**src/rtl/adder_slice_sequencer.sv**
```systemverilog
// adder_slice_sequencer
//   Multi-cycle WIDTH-bit adder built around one shared external 4-bit
//   ripple-carry slice. Two requesters are arbitrated round-robin. The accepted
//   operation is fed to the slice one nibble per cycle, LSB first, with the
//   carry chained through a register. The result is returned on a valid/ready
//   response port.
//   Optional feature macro: OVERFLOW_FLAG_EN adds rsp_ovf, the two's-complement
//   overflow of the completed addition.
module adder_slice_sequencer #(
  parameter int WIDTH = 16
) (
  input  logic             clk,
  input  logic             rst,
  input  logic             req0_valid,
  output logic             req0_ready,
  input  logic [WIDTH-1:0] req0_a,
  input  logic [WIDTH-1:0] req0_b,
  input  logic             req0_cin,
  input  logic             req1_valid,
  output logic             req1_ready,
  input  logic [WIDTH-1:0] req1_a,
  input  logic [WIDTH-1:0] req1_b,
  input  logic             req1_cin,
  output logic [3:0]       sl_a,
  output logic [3:0]       sl_b,
  output logic             sl_cin,
  input  logic [3:0]       sl_sum,
  input  logic             sl_cout,
  output logic             rsp_valid,
  input  logic             rsp_ready,
  output logic [WIDTH-1:0] rsp_sum,
  output logic             rsp_cout,
  output logic             rsp_id
`ifdef OVERFLOW_FLAG_EN
  ,
  output logic             rsp_ovf
`endif
);

  localparam int NSL = WIDTH / 4;
  localparam int IW  = (NSL > 1) ? $clog2(NSL) : 1;
  localparam logic [IW-1:0] LAST = IW'(NSL - 1);

  typedef enum logic [1:0] {IDLE, RUN, DONE} state_t;

  // Operands held for the whole multi-cycle addition.
  typedef struct packed {
    logic [WIDTH-1:0] a;
    logic [WIDTH-1:0] b;
  } op_t;

  state_t        state;
  logic [IW-1:0] idx;
  logic          carry;
  logic          last_grant;
  op_t           op;

  logic          any_valid;
  logic          sel;       // requester picked this cycle (0/1)

  // Round-robin pick: a lone requester wins; under contention the one not
  // served last wins, so back-to-back contention strictly alternates.
  always_comb begin
    any_valid  = req0_valid | req1_valid;
    sel        = (req0_valid & req1_valid) ? ~last_grant : req1_valid;
    req0_ready = (state == IDLE) & any_valid & ~sel;
    req1_ready = (state == IDLE) & any_valid &  sel;
  end

  // Slice operands: current nibble while running, quiet zeros otherwise.
  always_comb begin
    sl_a   = 4'h0;
    sl_b   = 4'h0;
    sl_cin = 1'b0;
    if (state == RUN) begin
      sl_a   = op.a[4*idx +: 4];
      sl_b   = op.b[4*idx +: 4];
      sl_cin = carry;
    end
  end

  // Controller: accept, step the slice NSL times, hold the result until taken.
  always_ff @(posedge clk or posedge rst) begin
    if (rst) begin
      state      <= IDLE;
      idx        <= '0;
      carry      <= 1'b0;
      last_grant <= 1'b1;
      op         <= '0;
      rsp_valid  <= 1'b0;
      rsp_sum    <= '0;
      rsp_cout   <= 1'b0;
      rsp_id     <= 1'b0;
`ifdef OVERFLOW_FLAG_EN
      rsp_ovf    <= 1'b0;
`endif
    end else begin
      case (state)
        IDLE: begin
          if (req0_ready | req1_ready) begin
            op.a       <= req1_ready ? req1_a   : req0_a;
            op.b       <= req1_ready ? req1_b   : req0_b;
            carry      <= req1_ready ? req1_cin : req0_cin;
            rsp_id     <= req1_ready;
            last_grant <= req1_ready;
            idx        <= '0;
            state      <= RUN;
          end
        end
        RUN: begin
          rsp_sum[4*idx +: 4] <= sl_sum;
          carry               <= sl_cout;
          if (idx == LAST) begin
            idx       <= '0;
            rsp_cout  <= sl_cout;
`ifdef OVERFLOW_FLAG_EN
            // Carry into the sign bit differs from carry out of it.
            rsp_ovf   <= (sl_a[3] ^ sl_b[3] ^ sl_sum[3]) ^ sl_cout;
`endif
            rsp_valid <= 1'b1;
            state     <= DONE;
          end else begin
            idx <= idx + 1'b1;
          end
        end
        DONE: begin
          if (rsp_ready) begin
            rsp_valid <= 1'b0;
            state     <= IDLE;
          end
        end
        default: state <= IDLE;
      endcase
    end
  end

endmodule
```
**config.mk**
```make
export PLATFORM = sky130hd
export DESIGN_NAME = adder_slice_sequencer
export DESIGN_NICKNAME = d
export VERILOG_FILES = /design/src/rtl/adder_slice_sequencer.sv
export SDC_FILE = /design/constraint.sdc
export NUM_CORES = 1
export LEC_CHECK = 0
export ABC_AREA = 1
export BUFFER_PORTS_ARGS = -buffer_cell sky130_fd_sc_hd__buf_2
export CAP_MARGIN = 10
export CORE_MARGIN = 2
export CORE_UTILIZATION = 52
export CTS_BUF_LIST = sky130_fd_sc_hd__clkbuf_4
export DETAILED_ROUTE_END_ITERATION = 10
export PLACE_DENSITY = 0.93
export SETUP_SLACK_MARGIN = 0.05
export SYNTH_ARGS = -nofsm -noshare
export SYNTH_HDL_FRONTEND = slang
export SYNTH_SLANG_ARGS = --single-unit
export TNS_END_PERCENT = 20
```
**constraint.sdc**
```tcl
create_clock -name clk -period 2.3 [get_ports clk]
set_input_delay 0.115 -clock clk [delete_from_list [all_inputs] [get_ports clk]]
set_output_delay 0.115 -clock clk [all_outputs]
set_load 0.02 [all_outputs]
```
==> results.sh, run 1 <==
export IMPL_groute_usage_overall=0.284
export IMPL_viasPerCell=5.16
export IMPL_cts_inserted_buffers=9
export IMPL_stdcell_count=682
export IMPL_maxSlewViolCount=0
export IMPL_rsz0062_at_grt="no"
export IMPL_cp_data_required_time_ns=2.64
export IMPL_floorplan_rows=28
export IMPL_postSynthRegisterBits=57
export IMPL_wl_per_cell_um=13.1
export IMPL_design_core_area_um2=5890
export IMPL_final_cell_mix="sky130_fd_sc_hd__nand2_1, sky130_fd_sc_hd__buf_2, sky130_fd_sc_hd__dfrtp_1, sky130_fd_sc_hd__nand3_1, sky130_fd_sc_hd__dlygate4sd3_1"
export IMPL_report_power_total_mw=5.70
export IMPL_netlist_instances=448
export IMPL_min_path_type="in -> reg"
export IMPL_cts_max_level=3
export IMPL_start_kind="flop"
export IMPL_drt_antenna_violating_nets=0
export IMPL_grt_max_degree=44
export IMPL_io_pin_count=106
export IMPL_clk_sinks=57
export IMPL_worst_endpoint_arrival_ns=2.46
export IMPL_finalClockSkew_ns=0.0163
export IMPL_finalHoldViolCount=0
export IMPL_syn_area_per_cell_um2=6.99
export IMPL_clockBufferDepth=2
export IMPL_final_nets=684
export IMPL_max_slew_margin_rel=0.410
export IMPL_routability_congestion_estimate=0.890
export IMPL_period_share=0.918
export IMPL_seq_total_area_yosys=0.456
export IMPL_post_synth_instance_area_um2=3130
export IMPL_run_status="complete, no violations"
export IMPL_final_layout_size_suffix_gt1_frac=0.234
export IMPL_place_detailed_hpwl_mm=5.78
export IMPL_finalSetupTns_ns=0
export IMPL_worst_path_max_fanout=24
export IMPL_cp_end_kind="flop"
export IMPL_number_of_global_route_vias_before_repair=3338
export IMPL_cpMaxStageDelayCell="sky130_fd_sc_hd__dlygate4sd3_1"
export IMPL_initial_utilization=0.532
export IMPL_timing_worst_setup_path_type="reg -> reg"
export IMPL_drtPass1Iterations=6
export IMPL_yosys_cell_types_count=23
export IMPL_die_area_um2=6660
export IMPL_detailroute_via_count=3516
export IMPL_place_detailed_instances=618
export IMPL_total_leakage_power_nw=2.57
export IMPL_vdd_ir_drop_max_v=0.000829
export IMPL_wl_mm=8.94
export IMPL_grt_first_pass_wirelength_mm=14.3
export IMPL_clk_insertion_delay_late_ns=0.42
export IMPL_antenna_cells_inserted=0
export IMPL_ys_warnings_count=0
export IMPL_min_period_ns=2.11
export IMPL_mostFrequentLayoutCell="sky130_fd_sc_hd__nand2_1"
export IMPL_dieWidth_um=81.6
export IMPL_cellPowerDensity_nw_per_um2=1300
export IMPL_remaining_drc_errors=0
export IMPL_slowest_delay_ns=0.56
export IMPL_antenna_found_initial=0
export IMPL_worst_slack_ns=0.188
export IMPL_number_of_port_buffers=105
export IMPL_crit_path_cell_trace="nor2_4 > nand2_2 > nor2_1 > buf_4 > nand2_1 > nand3_1 > dlygate4sd3_1"
export IMPL_tightestPinTransition_ns=0.884
export IMPL_cts_root_buf="sky130_fd_sc_hd__clkbuf_4"
export IMPL_dp_slack_ns=0.628
export IMPL_detailedRoute_firstIterationViolations=195
export IMPL_dieHeight_um=81.6
export IMPL_cts_tree="built"
export IMPL_setup_violators_final=0
export IMPL_drv_cap=0
export IMPL_globalRouteOverflowTotal=0
export IMPL_post_layout_util=0.744
export IMPL_synth_fp_nets=530
export IMPL_clock_pin_slew_on_the_worst_setup_and_hold_paths_ns=0.11
export IMPL_flow_area_growth_from_synthesis_pct=39.8
export IMPL_timing_fmax_mhz=473
==> critical path: cells and delay by family (launching register included) <==
family | cells | cell delay [ns]
buffers and inverters | 2 | 0.76
flip-flops | 1 | 0.45
AND/OR/NAND/NOR | 5 | 0.85
==> layout make-up <==
class | instances | area (um2)
clock inverter | 7 | 109
fill | 411 | 1510
timing repair buffer | 163 | 1080
clock buffer | 9 | 67.6
multi-input combinational | 328 | 1440
tap | 75 | 93.8
inverter | 43 | 165
sequential | 57 | 1430
==> final timing paths <==
path	cells past startpoint	from	slack (ns)	end
min in group asynchronous	3	rst	0.42	rsp_sum[6]
max in group asynchronous	4	rst	1.20	op[30]
setup / recovery	7	state[1]	0.19	op[28]
hold / removal	5	req1_a[8]	0.02	op[24]
setup reg to reg	7	state[1]	0.19	op[28]
hold reg to reg	2	last_grant	0.49	last_grant
==> per-stage QoR <==
step                area, um2  hold WS, ns
global route             4380       0.0306
global placement         3720        0.333
detailed placement       3720        0.336
CTS                      4360      0.00166
finish                   4380       0.0177
floorplan                3130        0.210
==> cell usage after synthesis <==
| master | n | area share |
|---|---|---|
| sky130_fd_sc_hd__buf_4 | 1 | 0.0024 |
| sky130_fd_sc_hd__dfrtp_1 | 56 | 0.45 |
| sky130_fd_sc_hd__o31ai_1 | 1 | 0.0024 |
| sky130_fd_sc_hd__nand2_2 | 3 | 0.0060 |
| sky130_fd_sc_hd__nor3_1 | 1 | 0.0016 |
| sky130_fd_sc_hd__nand3b_1 | 3 | 0.0072 |
| sky130_fd_sc_hd__nand4_1 | 6 | 0.012 |
| sky130_fd_sc_hd__o21ai_0 | 18 | 0.029 |
| sky130_fd_sc_hd__dfstp_2 | 1 | 0.0084 |
| sky130_fd_sc_hd__ha_1 | 6 | 0.024 |
| sky130_fd_sc_hd__inv_1 | 41 | 0.049 |
| sky130_fd_sc_hd__nor2_4 | 2 | 0.0072 |
| sky130_fd_sc_hd__clkbuf_1 | 4 | 0.0048 |
| sky130_fd_sc_hd__nor2_2 | 1 | 0.0020 |
| sky130_fd_sc_hd__buf_6 | 1 | 0.0036 |
| sky130_fd_sc_hd__inv_2 | 1 | 0.0012 |
| sky130_fd_sc_hd__nor2_1 | 21 | 0.025 |
| sky130_fd_sc_hd__nand2_1 | 205 | 0.25 |
| sky130_fd_sc_hd__buf_2 | 14 | 0.022 |
| sky130_fd_sc_hd__o22ai_1 | 1 | 0.0020 |
| sky130_fd_sc_hd__clkinv_1 | 1 | 0.0012 |
| sky130_fd_sc_hd__a21oi_1 | 11 | 0.018 |
| sky130_fd_sc_hd__nand3_1 | 49 | 0.078 |
==> kinds of logic after synthesis <==
kind of cell / synth area share
buffers and inverters: 0.0847
and+or+nand+nor: 0.385
DFF: 0.456
AOI/OAI and AO/OA: 0.0507
adders and majority gates: 0.0240
==> per-layer routing <==
layer / wire, um / global-route usage / vias to the layer above
li1: - / - / 1706
met4: 302 / 0.132 / 0
met5: 0 / 0 / -
met2: 4550 / 0.499 / 164
met3: 648 / 0.0593 / 30
met1: 3450 / 0.331 / 1616
==> flip-flops by register name, indices dropped and copies added, names as in the netlist <==
| name | count |
|---|---|
| op | 32 |
| rsp_sum | 16 |
| idx | 2 |
| state | 2 |
| carry | 1 |
| last_grant | 1 |
| rsp_cout | 1 |
| rsp_id | 1 |
| rsp_valid | 1 |
==> power by group <==
group | total (mW) | switching [mW] | internal, mW
logic | 2.98 | 1.89 | 1.09
registers | 1.78 | 0.288 | 1.49
clock network | 0.936 | 0.395 | 0.541
total | 5.70 | 2.57 | 3.12
==> repair_timing <==
item,4_1_cts,5_1_grt
endpoints found under the hold margin,81,0
hold buffers,46,0
setup endpoints to repair,0,5
buffers inserted,0,2
resized for setup,0,1
(Power assumes the default switching activity.)
==> run 2: changes to the inputs <==
--- a/config.mk
+++ b/config.mk
@@ -13,6 +13,7 @@
 export CTS_BUF_LIST = sky130_fd_sc_hd__clkbuf_4
 export DETAILED_ROUTE_END_ITERATION = 10
 export PLACE_DENSITY = 0.93
+export REMOVE_ABC_BUFFERS = 1
 export SETUP_SLACK_MARGIN = 0.05
 export SYNTH_ARGS = -nofsm -noshare
 export SYNTH_HDL_FRONTEND = slang
==> run 2 against run 1 <==
  * Non-clock buffer count shrank 9
  * Sequential power is essentially flat
  * Clock power shrank 26%
  * Highest routed layer unchanged
  * Register-to-register slack gained 0.23 ns
  * Power shrank 7.2%
  * Utilization shrank 2.3 points
  * Sequential share of layout area grew 1.0 points
  * Hold slack lost 0.0096 ns
  * Combinational power shrank 5%
  * Worst setup slack lost 0.053 ns
  * Clock skew shrank 0.0065 ns
  * Die area is the same
==> results.sh, run 2 (synthesis results as in run 1) <==
export IMPL_antenna_found_initial=0
export IMPL_globalRouteOverflowTotal=0
export IMPL_stdcell_count=673
export IMPL_regMostFlops="op"
export IMPL_cp_data_required_time_ns=2.18
export IMPL_detailroute_via_count=3519
export IMPL_wl_per_cell_um=13.2
export IMPL_antenna_cells_inserted=0
export IMPL_viasPerCell=5.23
export IMPL_drt_antenna_violating_nets=0
export IMPL_grt_max_degree=37
export IMPL_total_leakage_power_nw=2.50
export IMPL_timing_hold_ws_ns=0.00818
export IMPL_largest_register_ffs=32
export IMPL_groute_usage_overall=0.278
export IMPL_clock_pin_slew_on_the_worst_setup_and_hold_paths_ns=0.10
export IMPL_setup_violators_final=0
export IMPL_die_area_um2=6660
export IMPL_reg_top3="op x32, rsp_sum x16"
export IMPL_cts_root_buf="sky130_fd_sc_hd__clkbuf_4"
export IMPL_finalClockSkew_ns=0.00983
export IMPL_min_period_ns=2.17
export IMPL_routability_congestion_estimate=0.834
export IMPL_cts_max_level=3
export IMPL_timing_worst_setup_path_type="reg -> out"
export IMPL_worst_path_max_fanout=12
export IMPL_design_core_area_um2=5890
export IMPL_cellPowerDensity_nw_per_um2=1250
export IMPL_cts_inserted_buffers=9
export IMPL_start_kind="flop"
export IMPL_cts_tree="built"
export IMPL_io_pin_count=106
export IMPL_final_layout_size_suffix_gt1_frac=0.224
export IMPL_number_of_port_buffers=105
export IMPL_buffers_inserted_by_post_cts_timing_repair=0
export IMPL_wl_mm=8.87
export IMPL_maxSlewViolCount=0
export IMPL_dieHeight_um=81.6
export IMPL_final_cell_mix="sky130_fd_sc_hd__nand2_1, sky130_fd_sc_hd__buf_2, sky130_fd_sc_hd__dfrtp_1, sky130_fd_sc_hd__nand3_1"
export IMPL_grt_first_pass_wirelength_mm=14.0
export IMPL_min_path_type="in -> reg"
export IMPL_vdd_ir_drop_max_v=0.000693
export IMPL_drv_cap=0
export IMPL_clockBufferDepth=2
export IMPL_floorplan_rows=28
export IMPL_number_of_global_route_vias_before_repair=3261
export IMPL_rsz0062_at_grt="no"
export IMPL_cp_end_kind="output port"
export IMPL_final_nets=675
export IMPL_dieWidth_um=81.6
export IMPL_run_status="complete, no violations"
export IMPL_tightestPinTransition_ns=0.675
export IMPL_worst_endpoint_arrival_ns=2.05
export IMPL_remaining_drc_errors=0
export IMPL_finalHoldViolCount=0
export IMPL_finalSetupTns_ns=0
export IMPL_detailedRoute_firstIterationViolations=293
export IMPL_initial_utilization=0.532
export IMPL_drtPass1Iterations=5
export IMPL_mostFrequentLayoutCell="sky130_fd_sc_hd__nand2_1"
export IMPL_period_share=0.941
export IMPL_flow_area_growth_from_synthesis_pct=35.5
export IMPL_timing_fmax_mhz=462
export IMPL_clk_insertion_delay_late_ns=0.41
export IMPL_place_detailed_instances=617
export IMPL_max_slew_margin_rel=0.549
export IMPL_place_detailed_hpwl_mm=5.90
export IMPL_clk_sinks=57
## run 2: cell types whose count changed in the layout (fill, tap and decap cells not counted), sizes merged
cell / change
bufinv: -2
clkbuf: +1
inv: +1
clkinvlp: -1
clkinv: +1
buf: -3
dlygate4sd3: -6
## run 2: per-stage QoR
stage,worst slack [ns],total power [mW],cell area (um2),util
CTS,0.142,5.24,4240,0.720
floorplan,0.124,3.60,3030,-
finish,0.135,5.29,4250,0.721
global placement,0.573,4.38,3720,0.631
detailed placement,0.521,4.49,3720,0.631
global route,0.0511,5.71,4250,0.721
## run 2: path summary, 6_finish.rpt
kind,start,endpoint,slack [ns],depth (start not counted)
setup / recovery,idx[1],sl_b[0],0.13,6
hold / removal,req0_a[11],op[27],0.008,5
setup reg to reg,state[1],op[4],0.42,6
hold reg to reg,last_grant,last_grant,0.48,2
max in group asynchronous,rst,last_grant,1.23,4
min in group asynchronous,rst,rsp_sum[9],0.25,3
## run 2: critical path, cell delays in order (launching register included)
cell                       delay [ns]
sky130_fd_sc_hd__dfrtp_1         0.41
sky130_fd_sc_hd__clkinv_1        0.28
sky130_fd_sc_hd__buf_4           0.28
sky130_fd_sc_hd__nor2_1          0.13
sky130_fd_sc_hd__o21ai_0         0.14
sky130_fd_sc_hd__a21oi_1         0.19
sky130_fd_sc_hd__buf_2           0.20
## run 2: repair_timing
item / CTS / global route
endpoints found under the hold margin: 54 / 0
gates resized for setup: 0 / 1
hold buffers: 40 / 0
setup endpoints to repair: 0 / 1
## run 2: metal layers
metal,part of all wire,global-route usage,vias to the layer above
met4,0.033,0.130,0
met5,0,0,-
met1,0.41,0.338,1627
met3,0.075,0.0593,32
li1,-,-,1684
met2,0.49,0.471,176
## run 2: layout make-up
type                            count  area [um2]
Clock buffer                       10        75.1
Multi-Input combinational cell    328        1450
Timing Repair Buffer              154         993
Tap cell                           75        93.8
Clock inverter                      6        48.8
Sequential cell                    57        1430
Fill cell                         435        1640
Inverter                           43         161
## run 2: power by group
part | switching (mW) | internal (mW) | total (mW)
logic | 1.88 | 0.939 | 2.82
registers | 0.290 | 1.49 | 1.78
clock network | 0.361 | 0.326 | 0.688
total | 2.53 | 2.76 | 5.29
==> run 3: changes to the inputs <==
--- a/config.mk
+++ b/config.mk
@@ -9,10 +9,10 @@
 export BUFFER_PORTS_ARGS = -buffer_cell sky130_fd_sc_hd__buf_2
 export CAP_MARGIN = 10
 export CORE_MARGIN = 2
-export CORE_UTILIZATION = 52
+export CORE_UTILIZATION = 40
 export CTS_BUF_LIST = sky130_fd_sc_hd__clkbuf_4
 export DETAILED_ROUTE_END_ITERATION = 10
-export PLACE_DENSITY = 0.93
+export PLACE_DENSITY = 0.77
 export REMOVE_ABC_BUFFERS = 1
 export SETUP_SLACK_MARGIN = 0.05
 export SYNTH_ARGS = -nofsm -noshare
==> run 3 against run 2 <==
  * Cell area up 0.94%
  * Critical path depth shrank 1
  * Final cell count is 4.5% higher
  * Die area increased by 28%
==> results.sh, run 3 (synthesis results as in run 1) <==
export IMPL_run_status="complete, no violations"
export IMPL_groute_usage_overall=0.210
export IMPL_floorplan_rows=32
export IMPL_rsz0062_at_grt="no"
export IMPL_remaining_drc_errors=0
export IMPL_final_cell_mix="sky130_fd_sc_hd__nand2_1, sky130_fd_sc_hd__buf_2, sky130_fd_sc_hd__dfrtp_1, sky130_fd_sc_hd__nand3_1, sky130_fd_sc_hd__dlygate4sd3_1"
export IMPL_grt_max_degree=30
export IMPL_min_period_ns=2.12
export IMPL_place_detailed_instances=646
export IMPL_min_path_type="in -> reg"
export IMPL_finalClockSkew_ns=0.0132
export IMPL_wl_mm=8.79
export IMPL_timing_fmax_mhz=472
export IMPL_placed_area_um2=3760
export IMPL_grt_first_pass_wirelength_mm=14.2
export IMPL_finalHoldViolCount=0
export IMPL_cellPowerDensity_nw_per_um2=1250
export IMPL_final_layout_size_suffix_gt1_frac=0.232
export IMPL_drtPass1Iterations=4
export IMPL_dieHeight_um=92.5
export IMPL_dr_wl_met2_mm=4.28
export IMPL_detailroute_wirelength_met3_um=535
export IMPL_routability_congestion_estimate=0.813
export IMPL_max_slew_margin_rel=0.529
export IMPL_initial_utilization=0.410
export IMPL_number_of_global_route_vias_before_repair=3151
export IMPL_start_kind="flop"
export IMPL_period_share=0.922
export IMPL_largest_register_ffs=32
export IMPL_number_of_port_buffers=105
export IMPL_cts_tree="built"
export IMPL_worst_path_max_fanout=13
export IMPL_detailroute_via_count=3400
export IMPL_design_core_area_um2=7650
export IMPL_total_leakage_power_nw=2.51
export IMPL_stdcell_count=703
export IMPL_clk_sinks=57
export IMPL_layout_fillers=710
export IMPL_clock_pin_slew_on_the_worst_setup_and_hold_paths_ns=0.10
export IMPL_design_area_um2=4290
export IMPL_top_layer_used="met4"
export IMPL_reg_top3="op x32, rsp_sum x16"
export IMPL_post_layout_util=0.560
export IMPL_mostFrequentLayoutCell="sky130_fd_sc_hd__nand2_1"
export IMPL_cts_root_buf="sky130_fd_sc_hd__clkbuf_4"
export IMPL_regMostFlops="op"
export IMPL_wl_per_cell_um=12.5
export IMPL_die_area_um2=8560
export IMPL_flow_area_growth_from_synthesis_pct=36.8
export IMPL_finalSetupTns_ns=0
export IMPL_tightestPinTransition_ns=0.704
export IMPL_place_detailed_hpwl_mm=6.06
export IMPL_clk_insertion_delay_late_ns=0.39
export IMPL_final_nets=677
export IMPL_cts_inserted_buffers=9
export IMPL_vdd_ir_drop_max_v=0.000444
export IMPL_drv_cap=0
export IMPL_drt_antenna_violating_nets=0
export IMPL_timing_hold_ws_ns=0.0229
export IMPL_setup_violators_final=0
export IMPL_viasPerCell=4.84
export IMPL_cts_max_level=3
export IMPL_dieWidth_um=92.5
export IMPL_m1WireLength_mm=3.78
export IMPL_clockBufferDepth=2
export IMPL_cp_data_required_time_ns=2.18
export IMPL_cp_end_kind="output port"
export IMPL_maxSlewViolCount=0
export IMPL_worst_endpoint_arrival_ns=2.01
export IMPL_antenna_found_initial=0
export IMPL_globalRouteOverflowTotal=0
export IMPL_detailedRoute_firstIterationViolations=196
export IMPL_io_pin_count=106
export IMPL_timing_worst_setup_path_type="reg -> out"
run 3: changes by cell type in the layout (fill, tap and decap cells not counted), sizes merged:
| cell | change |
|---|---|
| bufinv | -1 |
| inv | -1 |
| clkinvlp | +1 |
| clkbuf | +3 |
| diode | +1 |
| clkinv | -2 |
| buf | +2 |
run 3: metal layers:
layer	vias up	global-route usage
met5	-	0
met4	0	0.0920
met3	22	0.0374
met2	120	0.360
met1	1569	0.257
li1	1689	-
run 3: through the flow:
stage | total power, mW | worst slack, ns
finish | 5.37 | 0.180
global route | 5.84 | 0.0924
CTS | 5.36 | 0.132
detailed placement | 4.53 | 0.507
global placement | 4.45 | 0.574
floorplan | 3.60 | 0.124
run 3: power by group:
| part | leakage, nW | switching, mW | internal [mW] |
|---|---|---|---|
| logic | 1.73 | 1.89 | 1.08 |
| clock network | 0.0645 | 0.361 | 0.262 |
| registers | 0.715 | 0.278 | 1.49 |
| total | 2.51 | 2.53 | 2.84 |
run 3: area by class of cell:
| type | instances | area (um2) | share of cell area |
|---|---|---|---|
| diodes | 1 | 2.50 | 0.000584 |
| repair buffers | 156 | 1010 | 0.235 |
| inverters | 43 | 165 | 0.0385 |
| flip-flops and latches | 57 | 1430 | 0.333 |
| multi-input cells | 328 | 1450 | 0.337 |
| well taps | 102 | 128 | 0.0298 |
| clock inverters | 3 | 11.3 | 0.00263 |
| clock buffers | 13 | 97.6 | 0.0228 |
run 3: path summary, 6_finish.rpt:
| check | depth (start not counted) | slack (ns) | startpoint | endpoint |
|---|---|---|---|---|
| worst max-delay path | 5 | 0.18 | state[1] | req0_ready |
| min in group asynchronous | 3 | 0.33 | rst | idx[1] |
| worst min-delay path | 5 | 0.02 | req0_a[10] | op[26] |
| worst min register to register | 2 | 0.47 | last_grant | last_grant |
| worst max register to register | 6 | 0.24 | state[1] | op[0] |
| max in group asynchronous | 4 | 1.17 | rst | last_grant |
run 3: repair_timing:
item | 4_1_cts | 5_1_grt
buffers inserted | 0 | 0
hold endpoints to repair | 58 | 0
resized for setup | 0 | 2
endpoints found under the setup margin | 0 | 10
hold buffers | 40 | 0
run 3: worst max-delay path: stages, from the launching register on:
cell and delay [ns]:
sky130_fd_sc_hd__dfrtp_1 0.46, sky130_fd_sc_hd__nor2_4 0.27, sky130_fd_sc_hd__nand3_1 0.36, sky130_fd_sc_hd__buf_4 0.31, sky130_fd_sc_hd__inv_1 0.06, sky130_fd_sc_hd__buf_2 0.15
